### config.mk
export PLATFORM = sky130hd
export DESIGN_NAME = dmem_arbiter
export DESIGN_NICKNAME = d
export VERILOG_FILES = /design/src/rtl/dmem_arb_pkg.sv /design/src/rtl/dmem_arb_tagpipe.sv /design/src/rtl/dmem_arbiter.sv
export SDC_FILE = /design/constraint.sdc
export NUM_CORES = 1
export LEC_CHECK = 0
export ABC_AREA = 1
export CORE_AREA = 4 4 113 142
export DETAILED_ROUTE_END_ITERATION = 12
export DIE_AREA = 0 0 117 146
export PLACE_DENSITY_LB_ADDON = 0.25
export SLEW_MARGIN = 30
export SYNTH_ARGS = -nofsm -noshare
export SYNTH_HDL_FRONTEND = slang
export SYNTH_SLANG_ARGS = --single-unit
export TNS_END_PERCENT = 1
### constraint.sdc
create_clock -name clk -period 1.3 [get_ports clk]
set_clock_uncertainty 0.2 [all_clocks]
set_input_delay 0.13 -clock clk [delete_from_list [all_inputs] [get_ports clk]]
set_output_delay 0.13 -clock clk [all_outputs]
set_load 0.01 [all_outputs]
### src/rtl/dmem_arb_pkg.sv
// Shared types and defaults for the two-port data-memory arbiter.
// Every arbiter file imports this package.
package dmem_arb_pkg;

    typedef enum logic {
        PORT_CPU = 1'b0,
        PORT_VGA = 1'b1
    } port_id_t;

    localparam int MEM_WORDS_DEF = 2048;
    localparam int IDX_W_DEF     = 11;

    // One in-flight access, tracked until its response slot arrives.
    typedef struct packed {
        logic     valid;
        port_id_t port;
        logic     is_read;
        logic     fault;
    } rd_tag_t;

endpackage

### src/rtl/dmem_arb_tagpipe.sv
// Delay line that carries access tags for RD_LATENCY cycles so each tag lines up with the memory's read data.
// The synchronous active-low clear drops every in-flight tag.
module dmem_arb_tagpipe
    import dmem_arb_pkg::*;
#(
    parameter int RD_LATENCY = 1
) (
    input  logic    clk,
    input  logic    rst_n,
    input  rd_tag_t tag_in,
    output rd_tag_t tag_out
);

    generate
        if (RD_LATENCY == 0) begin : g_comb
            assign tag_out = tag_in;
        end else begin : g_pipe
            rd_tag_t stage [RD_LATENCY];

            always_ff @(posedge clk) begin
                if (!rst_n) begin
                    for (int i = 0; i < RD_LATENCY; i++) stage[i] <= '0;
                end else begin
                    stage[0] <= tag_in;
                    for (int i = 1; i < RD_LATENCY; i++) stage[i] <= stage[i-1];
                end
            end

            assign tag_out = stage[RD_LATENCY-1];
        end
    endgenerate

endmodule

### src/rtl/dmem_arbiter.sv
// Round-robin arbiter with bounded bursts for the shared single-port dmem.
// Adds address fault checking and returns read data with a valid strobe to each port.
module dmem_arbiter
    import dmem_arb_pkg::*;
#(
    parameter  int DATA_W     = 32,
    parameter  int ADDR_W     = 32,
    parameter  int MEM_WORDS  = MEM_WORDS_DEF,
    parameter  int RD_LATENCY = 1,
    parameter  int MAX_BURST  = 4,
    localparam int IDX_W      = $clog2(MEM_WORDS)
) (
    input  logic              clk,
    input  logic              rst_n,
    input  logic              p0_req,
    input  logic              p0_we,
    input  logic [ADDR_W-1:0] p0_addr,
    input  logic [DATA_W-1:0] p0_wdata,
    output logic              p0_gnt,
    output logic              p0_rvalid,
    output logic [DATA_W-1:0] p0_rdata,
    output logic              p0_err,
    input  logic              p1_req,
    input  logic              p1_we,
    input  logic [ADDR_W-1:0] p1_addr,
    input  logic [DATA_W-1:0] p1_wdata,
    output logic              p1_gnt,
    output logic              p1_rvalid,
    output logic [DATA_W-1:0] p1_rdata,
    output logic              p1_err,
    output logic              mem_we,
    output logic [IDX_W-1:0]  mem_addr,
    output logic [DATA_W-1:0] mem_wd,
    input  logic [DATA_W-1:0] mem_rd
);

    localparam int             BW        = $clog2(MAX_BURST + 1);
    localparam logic [BW-1:0]  BURST_MAX = BW'(MAX_BURST);
    localparam logic [BW-1:0]  BURST_ONE = BW'(1);

    port_id_t          owner, owner_d;
    logic [BW-1:0]     burst_cnt, burst_d;
    logic              sel_we, fault, any_gnt, resp_ok;
    logic [ADDR_W-1:0] sel_addr;
    logic [DATA_W-1:0] sel_wd, resp_data, p0_rdata_q, p1_rdata_q;
    rd_tag_t           tag_in, tag_out;

    always_ff @(posedge clk) begin
        if (!rst_n) begin
            owner     <= PORT_VGA;
            burst_cnt <= BURST_MAX;
        end else begin
            owner     <= owner_d;
            burst_cnt <= burst_d;
        end
    end

    // Grants are suppressed while reset is asserted so no access slips through.
    always_comb begin
        p0_gnt  = 1'b0;
        p1_gnt  = 1'b0;
        owner_d = owner;
        burst_d = burst_cnt;
        if (rst_n) begin
            unique case ({p1_req, p0_req})
                2'b01: begin
                    p0_gnt = 1'b1;
                    if (owner == PORT_CPU) begin
                        burst_d = (burst_cnt < BURST_MAX) ? burst_cnt + BURST_ONE : BURST_MAX;
                    end else begin
                        owner_d = PORT_CPU;
                        burst_d = BURST_ONE;
                    end
                end
                2'b10: begin
                    p1_gnt = 1'b1;
                    if (owner == PORT_VGA) begin
                        burst_d = (burst_cnt < BURST_MAX) ? burst_cnt + BURST_ONE : BURST_MAX;
                    end else begin
                        owner_d = PORT_VGA;
                        burst_d = BURST_ONE;
                    end
                end
                2'b11: begin
                    if (burst_cnt < BURST_MAX) begin
                        p0_gnt  = (owner == PORT_CPU);
                        p1_gnt  = (owner == PORT_VGA);
                        burst_d = burst_cnt + BURST_ONE;
                    end else begin
                        p0_gnt  = (owner == PORT_VGA);
                        p1_gnt  = (owner == PORT_CPU);
                        owner_d = (owner == PORT_CPU) ? PORT_VGA : PORT_CPU;
                        burst_d = BURST_ONE;
                    end
                end
                default: ;
            endcase
        end
    end

    assign any_gnt  = p0_gnt | p1_gnt;
    assign sel_we   = p1_gnt ? p1_we    : p0_we;
    assign sel_addr = p1_gnt ? p1_addr  : p0_addr;
    assign sel_wd   = p1_gnt ? p1_wdata : p0_wdata;
    assign fault    = (sel_addr[1:0] != 2'b00) || (sel_addr[ADDR_W-1:IDX_W+2] != '0);

    assign mem_we   = any_gnt & sel_we & ~fault;
    assign mem_addr = sel_addr[IDX_W+1:2];
    assign mem_wd   = sel_wd;

    assign tag_in.valid   = any_gnt;
    assign tag_in.port    = p1_gnt ? PORT_VGA : PORT_CPU;
    assign tag_in.is_read = ~sel_we;
    assign tag_in.fault   = fault;

    dmem_arb_tagpipe #(.RD_LATENCY(RD_LATENCY)) u_tagpipe (
        .clk     (clk),
        .rst_n   (rst_n),
        .tag_in  (tag_in),
        .tag_out (tag_out)
    );

    // A faulted read still completes, but it returns zero instead of memory contents.
    assign resp_ok   = rst_n & tag_out.valid;
    assign resp_data = tag_out.fault ? '0 : mem_rd;

    assign p0_rvalid = resp_ok & tag_out.is_read & (tag_out.port == PORT_CPU);
    assign p1_rvalid = resp_ok & tag_out.is_read & (tag_out.port == PORT_VGA);
    assign p0_err    = resp_ok & tag_out.fault   & (tag_out.port == PORT_CPU);
    assign p1_err    = resp_ok & tag_out.fault   & (tag_out.port == PORT_VGA);

    assign p0_rdata  = p0_rvalid ? resp_data : p0_rdata_q;
    assign p1_rdata  = p1_rvalid ? resp_data : p1_rdata_q;

    always_ff @(posedge clk) begin
        if (!rst_n) begin
            p0_rdata_q <= '0;
            p1_rdata_q <= '0;
        end else begin
            p0_rdata_q <= p0_rdata;
            p1_rdata_q <= p1_rdata;
        end
    end

endmodule

==> results.yml, run 1 <==
critical_path:
  critPathTopFamily: "buffers and inverters"
  cp_max_fo: 6
  cp.depth: 7
  regToRegSetupSlack_ns: -0.61
  startpoint_type: "register"
  rr_worst_depth: 12
  critPathSlowestCell: "dfxtp_2"
  endpoint: "p1_rdata[5]"
  crit_type: "reg -> out"
  critPathArrivalTime_ns: 1.63
  crit_buf_inv: 4
  crit_chain: "nand3_4 > nor2_4 > inv_6 > buf_4 > o21ai_2 > inv_1 > buf_2"
  r2r_start: "u_tagpipe.g_pipe.stage[0][3]"
  timing.rr.end: "p0_rdata_q[7]"
  slowest_delay_ns: 0.35
  end_kind: "primary output"
  critPathLaunch: "u_tagpipe.g_pipe.stage[0][3]"
  worstPathRequired_ns: 0.97
clock_tree:
  h-tree-depth: 3
  clk_latency_ns: 0.33
  clock_path_buffers: 2
  cts_buffers: 9
  cts_sinks: 72
  ctsHoldBuffers: 0
  clkTransAtPathRegs_ns: 0.06
  cts_tree: "done"
  root_buffer: "clkbuf_16"
global_routing:
  grt_pass1_vias: 5456
  grt_max_degree: 69
  grt-ovfl-total: 0
  grt_pass1_wl_mm: 27.8
  grt_util_all_layers: 0.211
  antenna_found_initial: 4
detailed_routing:
  drt_iter0_drc: 178
  drtPass1Iterations: 4
  vias: 5399
  drc_errors: 0
  wl_mm: 18.7
  antenna_left: 0
  wl_per_cell_um: 15.1
  viasPerCell: 4.36
final_layout:
  drive_above_1_share: 0.441
  postLayoutCoreUtil: 0.611
  stdcell_area_mm2: 0.00902
  fin_nets: 1213
  area_growth_pct: 122
  n_fill_cell: 1330
logic_synthesis:
  synthTopCellsByCount: "186 x nand2_1, 116 x inv_1, 92 x nor2_1, 72 x dfxtp_1, 66 x or2_2"
  synth_ff_type: "dfxtp_1"
  avgSynthCellArea_um2: 6.18
  synth_edf_count: 0
  ys_ff_latch: 72
  syn_inst: 658
  syn_nets: 825
  yosysSeqAreaShare: 0.355
  netlist_area_mm2: 0.00407
  synthTopCellsByArea: "dfxtp_1 35%, nand2_1 17%, inv_1 11%, or2_2 10%, nor2_1 8.5%"
  yosysMostFrequentCell: "nand2_1"
  synth_top_area_frac: 0.355
  synth_top_cell_by_area: "dfxtp_1"
  async_flop_share: 0
  yosysUniqueCellTypes: 25
  ys_warn_count: 0
place:
  gp_congestion: 0.852
  portBuffers: 279
  place_area_mm2: 0.00760
  hpwl_mm: 13.5
die:
  die_w_um: 117
  rows: 50
  die_h_um: 146
  ios: 280
  die-area_mm2: 0.0171
  core-area_mm2: 0.0148
  initial_core_util: 0.275
power_and_ir_drop:
  ir_drop_mv: 0.573
  totalPowerFinal_mw: 6.76
  p_per_area_mw_per_mm2: 749
  p_leak_nw: 4.94
timing:
  finalMaxSlewViolations: 0
  finalHoldViolCount: 0
  maxSlewHeadroom: 0.672
  fin_crit_sh: 1.51
  grt_setup_unrepaired: "yes"
  fmax_mhz: 510
  fin_crit_ns: 1.96
  setup_slack_ns: -0.661
  fin_tns_setup_ns: -80.04
  worst_pin_slew_ns: 0.492
  setup_viol: 180
worst_hold_path:
  min_path_type: "in -> reg"
  hold_depth: 4
run_status:
  outcome: "complete, but fails checks"
  violations: "negative setup slack"
job:
  maxCapViolations: 0
[worst min path at each step]
stage	startpoint	slack, ns	to
2_1_floorplan	rst_n	0.006	burst_cnt[2]
3_3_place_gp	burst_cnt[1]	0.26	burst_cnt[1]
3_5_place_dp	burst_cnt[1]	0.26	burst_cnt[1]
4_1_cts	rst_n	0.17	burst_cnt[2]
6_report	p1_req	0.06	u_tagpipe.g_pipe.stage[0][3]
5_1_grt	p1_req	0.09	u_tagpipe.g_pipe.stage[0][3]
[tightest hold or removal path, stage by stage]
cell and delay, ns:
dlymetal6s2s_1 0.11, buf_4 0.14, nor2_2 0.04, nor2_1 0.12
[state kept, by name, summed over array words and instances, names as in the netlist]
name                    cells
u_tagpipe.g_pipe.stage      4
p1_rdata_q                 32
burst_cnt                   3
owner                       1
p0_rdata_q                 32
[where the power goes]
group          internal, mW  switching (mW)  leakage [nW]
registers              2.26          0.0326         0.585
clock network          1.55           0.904         0.148
logic                  1.18           0.817          4.21
total                  5.00            1.75          4.94
[final cells by class]
type / instances / area, um2 / share of cell area
clock inverters: 1 / 7.51 / 0.000832
repair buffers: 408 / 3960 / 0.438
well taps: 182 / 228 / 0.0252
inverters: 120 / 465 / 0.0516
multi-input cells: 435 / 2600 / 0.288
clock buffers: 15 / 298 / 0.0330
flip-flops and latches: 72 / 1460 / 0.161
diodes: 4 / 10.0 / 0.00111
[timing repair]
action | in CTS | in global routing
setup endpoints to repair | 182 | 184
cloned | 7 | 1
gates resized for setup | 670 | 97
pin swaps | 16 | 19
setup buffers | 43 | 4
[through the flow]
step                cells  worst slack (ns)  hold slack, ns
floorplan             658           -0.0804         0.00613
global placement     1165             -1.07           0.258
detailed placement   1165             -1.09           0.263
CTS                  1230            -0.696           0.172
global route         1237            -0.739          0.0946
finish               1237            -0.661          0.0561
[routing by layer]
layer / up-vias / track usage / part of all wire
li1: 2720 / - / -
met1: 2463 / 0.218 / 0.35
met2: 195 / 0.402 / 0.55
met3: 21 / 0.0474 / 0.072
met4: 0 / 0.0757 / 0.025
met5: - / 0 / 0
[cell usage in the layout (no fill, tap or decap), drive strengths merged]
cell type,synthesis,routed
diode,0,4
nor2,94,94
a21oi,5,5
a31oi,1,1
o221ai,1,1
o2111ai,1,1
clkdlybuf4s50,0,162
or2,66,66
dlymetal6s2s,0,2
nand3b,1,1
o21ai,69,69
a41oi,1,1
clkinvlp,0,1
ha,1,1
clkbuf,7,16
bufbuf,0,1
dfxtp,72,72
buf,24,239
nand4,1,1
clkdlybuf4s15,0,1
dlygate4sd2,0,2
nand3,7,7
nand2,186,186
nor3,1,1
inv,119,120
[kinds of logic (layout without fill, tap and decap cells)]
family                   after synthesis  after routing  synth area share
buffers and inverters                151            544             0.163
other                                  0              4                 0
adder cells (fa/ha/maj)                1              1           0.00308
AO/OA/AOI/OAI                         78             78            0.0991
AND/OR/NAND/NOR                      356            356             0.380
flip-flops                            72             72             0.355
(Power assumes the default switching activity.)
==> inputs of run 2 (changes only) <==
- CORE_AREA: 4 4 113 142 -> 4 4 126 128
- DIE_AREA: 0 0 117 146 -> 0 0 130 132
==> results.yml, run 2 (synthesis results as in run 1) <==
run_status:
  outcome: "complete, but fails checks"
  violations: "negative setup slack"
detailed_routing:
  drt_iter0_drc: 213
  antenna_left: 0
  drtPass1Iterations: 4
  viasPerCell: 4.27
  drc_errors: 0
  wl_mm: 17.5
  vias: 5208
  wl_per_cell_um: 14.3
place:
  portBuffers: 279
  post-place-ws_ns: -1.10
  place_area_mm2: 0.00760
  hpwl_mm: 13.4
  gp_congestion: 0.859
clock_tree:
  h-tree-depth: 3
  clock_path_buffers: 2
  clkTransAtPathRegs_ns: 0.05
  root_buffer: "clkbuf_16"
  cts_buffers: 9
  clk_latency_ns: 0.32
  cts_sinks: 72
  cts_tree: "done"
timing:
  fin_crit_sh: 1.56
  finalHoldViolCount: 0
  fin_crit_ns: 2.03
  setup_viol: 180
  maxSlewHeadroom: 0.693
  fmax_mhz: 492
  worst_pin_slew_ns: 0.460
  setup_slack_ns: -0.734
  fin_tns_setup_ns: -84.38
  fin_hold_ws_ns: 0.169
  grt_setup_unrepaired: "yes"
  finalMaxSlewViolations: 0
die:
  ios: 280
  core-area_mm2: 0.0149
  die_h_um: 132
  die_w_um: 130
  rows: 45
  die-area_mm2: 0.0172
  initial_core_util: 0.273
power_and_ir_drop:
  p_switching_mw: 1.72
  ir_drop_mv: 0.643
  totalPowerFinal_mw: 6.66
  pwr-share-comb: 0.294
  p_leak_nw: 4.79
  switching_share: 0.258
  p_per_area_mw_per_mm2: 768
  p_clk_frac: 0.362
  intPower_mw: 4.94
  pwr-share-seq: 0.344
critical_path:
  rr_worst_depth: 11
  r2r_start: "owner"
  timing.rr.end: "u_tagpipe.g_pipe.stage[0][0]"
  critPathArrivalTime_ns: 1.70
  regToRegSetupSlack_ns: -0.43
  cp_max_fo: 6
  end_kind: "primary output"
  startpoint_type: "register"
  crit_type: "reg -> out"
  worstPathRequired_ns: 0.97
global_routing:
  grt-ovfl-total: 0
  antenna_found_initial: 3
  grt_pass1_vias: 5205
  grt_pass1_wl_mm: 26.7
  grt_max_degree: 43
  grt_util_all_layers: 0.199
worst_hold_path:
  hold_depth: 3
  holdPathEnd: "burst_cnt[2]"
  hold_start: "rst_n"
  min_path_type: "in -> reg"
final_layout:
  final_cell_mix: "164 x clkdlybuf4s50_1, 156 x nand2_1, 110 x inv_1"
  drive_above_1_share: 0.407
  fin_nets: 1193
  n_fill_cell: 1434
  stdcell_area_mm2: 0.00867
  top_regs: "p0_rdata_q (32), p1_rdata_q (32), u_tagpipe.g_pipe.stage (4)"
  final_common_cell: "clkdlybuf4s50_1"
  area_growth_pct: 113
job:
  maxCapViolations: 0
run 2: cell types whose count changed in the layout (fill, tap and decap cells not counted), sizes merged, moves of 2 or more:
cell,delta
buf,-31
clkbuf,+2
clkdlybuf4s15,+5
clkdlybuf4s50,+2
clkinv,+2
dlymetal6s2s,-2
run 2: worst max path at each step:
stage / start / to / slack (ns) / cells past startpoint
finish: u_tagpipe.g_pipe.stage[0][3] / p0_rdata[16] / -0.73 / 8
global route: owner / mem_we / -0.85 / 9
CTS: owner / mem_we / -0.83 / 9
detailed placement: rst_n / p1_rdata[0] / -1.10 / 8
global placement: rst_n / p1_rdata[0] / -1.09 / 8
floorplan: owner / mem_we / -0.08 / 7
run 2: power by group through the flow:
stage                     clock (mW)  sequential (mW)  combinational (mW)
after floorplan                    0             2.33               0.603
after global placement             0             2.33                1.75
after detailed placement           0             2.33                1.75
after CTS                       2.47             2.29                1.82
after global routing            2.59             2.30                2.13
final                           2.41             2.29                1.96
run 2: metal layers:
layer  wire length (um)  vias to the layer above  share of wire  track usage
met2               9570                      176           0.55        0.376
met3               1380                       31          0.079       0.0636
li1                   -                     2679              -            -
met5                  0                        -              0            0
met1               6080                     2322           0.35        0.198
met4                481                        0          0.027       0.0803
run 2: final cells by class:
| class | count | area, um2 | share of cell area |
|---|---|---|---|
| antenna | 3 | 7.51 | 0.000866 |
| clock buffer | 12 | 246 | 0.0284 |
| clock inverter | 3 | 42.5 | 0.00491 |
| inverter | 120 | 465 | 0.0537 |
| multi-input combinational | 435 | 2580 | 0.298 |
| sequential | 72 | 1460 | 0.168 |
| tap | 188 | 235 | 0.0271 |
| timing repair buffer | 388 | 3630 | 0.419 |
run 2: metrics by stage:
stage	utilization	instances
2_1_floorplan	-	658
3_3_place_gp	0.511	1172
5_1_grt	0.583	1221
3_5_place_dp	0.511	1172
4_1_cts	0.557	1211
6_report	0.583	1221
run 2: critical path: stages, from the launching register on:
cell             delay (ns)
dfxtp_2                0.35
nand3_4                0.09
nor2_4                 0.17
clkinv_4               0.12
buf_12                 0.15
buf_8                  0.12
o21ai_2                0.12
inv_1                  0.05
clkdlybuf4s15_2        0.21
run 2: what timing repair did:
action / CTS / global route
gates resized for setup: 567 / 109
gates cloned: 2 / 0
hold buffers: 0 / 0
setup endpoints to repair: 179 / 182
pin swaps: 21 / 11
setup buffers: 22 / 7
==> inputs of run 3 (changes only) <==
- CORE_AREA: 4 4 126 128 -> 4 4 118 120
- DIE_AREA: 0 0 130 132 -> 0 0 122 124
==> results.yml, run 3 (synthesis results as in run 1) <==
run_status:
  outcome: "complete, but fails checks"
  violations: "negative setup slack"
clock_tree:
  clkTransAtPathRegs_ns: 0.06
  ctsHoldBuffers: 0
  cts_sinks: 72
  root_buffer: "clkbuf_16"
  clk_latency_ns: 0.33
  cts_tree: "done"
  clock_path_buffers: 2
  h-tree-depth: 3
  cts_buffers: 9
place:
  gp_congestion: 0.859
  portBuffers: 279
  hpwl_mm: 13.0
worst_hold_path:
  min_path_type: "in -> reg"
die:
  rows: 42
  die-area_mm2: 0.0151
  core-area_mm2: 0.0130
  die_h_um: 124
  initial_core_util: 0.313
  die_w_um: 122
  ios: 280
critical_path:
  crit_type: "reg -> out"
  startpoint_type: "register"
  worstPathRequired_ns: 0.97
  critPathSlowestCell: "dfxtp_2"
  crit_chain: "buf_6 > nor2_4 > buf_6 > buf_6 > buf_6 > or2_4 > o21ai_2 > inv_1 > buf_2"
  critPathArrivalTime_ns: 1.70
  critPathTopFamily: "buffers and inverters"
  cp_common_cell: "buf_6"
  slowest_delay_ns: 0.33
  crit_buf_inv: 6
  end_kind: "primary output"
  cp_max_fo: 7
timing:
  fmax_mhz: 492
  setup_viol: 180
  fin_crit_sh: 1.56
  worst_pin_slew_ns: 0.465
  fin_crit_ns: 2.03
  maxSlewHeadroom: 0.690
  setup_slack_ns: -0.732
  finalMaxSlewViolations: 0
  grt_setup_unrepaired: "yes"
  fin_tns_setup_ns: -88.33
  finalHoldViolCount: 0
  fin_hold_ws_ns: 0.140
job:
  maxCapViolations: 0
detailed_routing:
  wl_mm: 18.3
  drt_iter0_drc: 282
  drc_errors: 0
  drtPass1Iterations: 4
  vias: 5328
  antenna_left: 0
  viasPerCell: 4.39
  wl_per_cell_um: 15.1
final_layout:
  top_regs: "p0_rdata_q (32), p1_rdata_q (32), u_tagpipe.g_pipe.stage (4)"
  seqCellArea_mm2: 0.00145
  fin_nets: 1201
  final_common_cell: "nand2_1"
  multi_input_area_mm2: 0.00257
  drive_above_1_share: 0.414
  n_fill_cell: 1131
  diodes: 0
  final_cell_mix: "166 x nand2_1, 163 x clkdlybuf4s50_1, 105 x inv_1"
  area_growth_pct: 116
power_and_ir_drop:
  p_leak_nw: 4.84
  p_per_area_mw_per_mm2: 763
  ir_drop_mv: 0.674
  totalPowerFinal_mw: 6.72
global_routing:
  grt_max_degree: 69
  grt_pass1_wl_mm: 27.0
  antenna_found_initial: 0
  grt_pass1_vias: 5321
  grt-ovfl-total: 0
  grt_util_all_layers: 0.232
==> run 3: layout make-up <==
type                    instances  share of cell area
multi-input cells             435               0.292
well taps                     176              0.0250
inverters                     120              0.0535
clock inverters                 5             0.00626
flip-flops and latches         72               0.165
repair buffers                396               0.430
clock buffers                  11              0.0287
==> run 3: routing by layer <==
metal | track usage | up-vias | share of wire
li1 | - | 2701 | -
met1 | 0.231 | 2403 | 0.35
met2 | 0.458 | 192 | 0.55
met3 | 0.0677 | 32 | 0.074
met4 | 0.0742 | 0 | 0.024
met5 | 0 | - | 0
==> run 3: power breakdown <==
group | internal, mW | switching (mW)
logic | 1.11 | 0.807
registers | 2.26 | 0.0329
clock network | 1.58 | 0.918
total | 4.96 | 1.76
==> run 3: timing repair <==
action	in CTS	in global routing
setup endpoints to repair	183	183
gates resized for setup	679	68
pin swaps	34	4
gates cloned	7	0
setup buffers	30	2
==> run 3: path summary, 6_finish.rpt <==
kind / to / startpoint / slack (ns) / cells past startpoint
worst min-delay path: burst_cnt[2] / rst_n / 0.14 / 3
worst max-delay path: p0_rdata[8] / u_tagpipe.g_pipe.stage[0][2] / -0.73 / 9
worst max register to register: p0_rdata_q[17] / u_tagpipe.g_pipe.stage[0][2] / -0.47 / 10
worst min register to register: burst_cnt[1] / burst_cnt[1] / 0.29 / 2
==> run 3: tightest hold or removal path, cell delays in order <==
cell and delay [ns]:
dlygate4sd2_1 0.27, buf_4 0.17, o21ai_0 0.06
==> run 3: stage by stage <==
step	util	setup WS (ns)	cell area, um2	instances
after floorplan	-	-0.0804	4120	658
after global placement	0.583	-1.11	7570	1160
after detailed placement	0.583	-1.14	7570	1160
after CTS	0.659	-0.784	8560	1213
after global routing	0.678	-0.797	8800	1215
final	0.678	-0.732	8800	1215
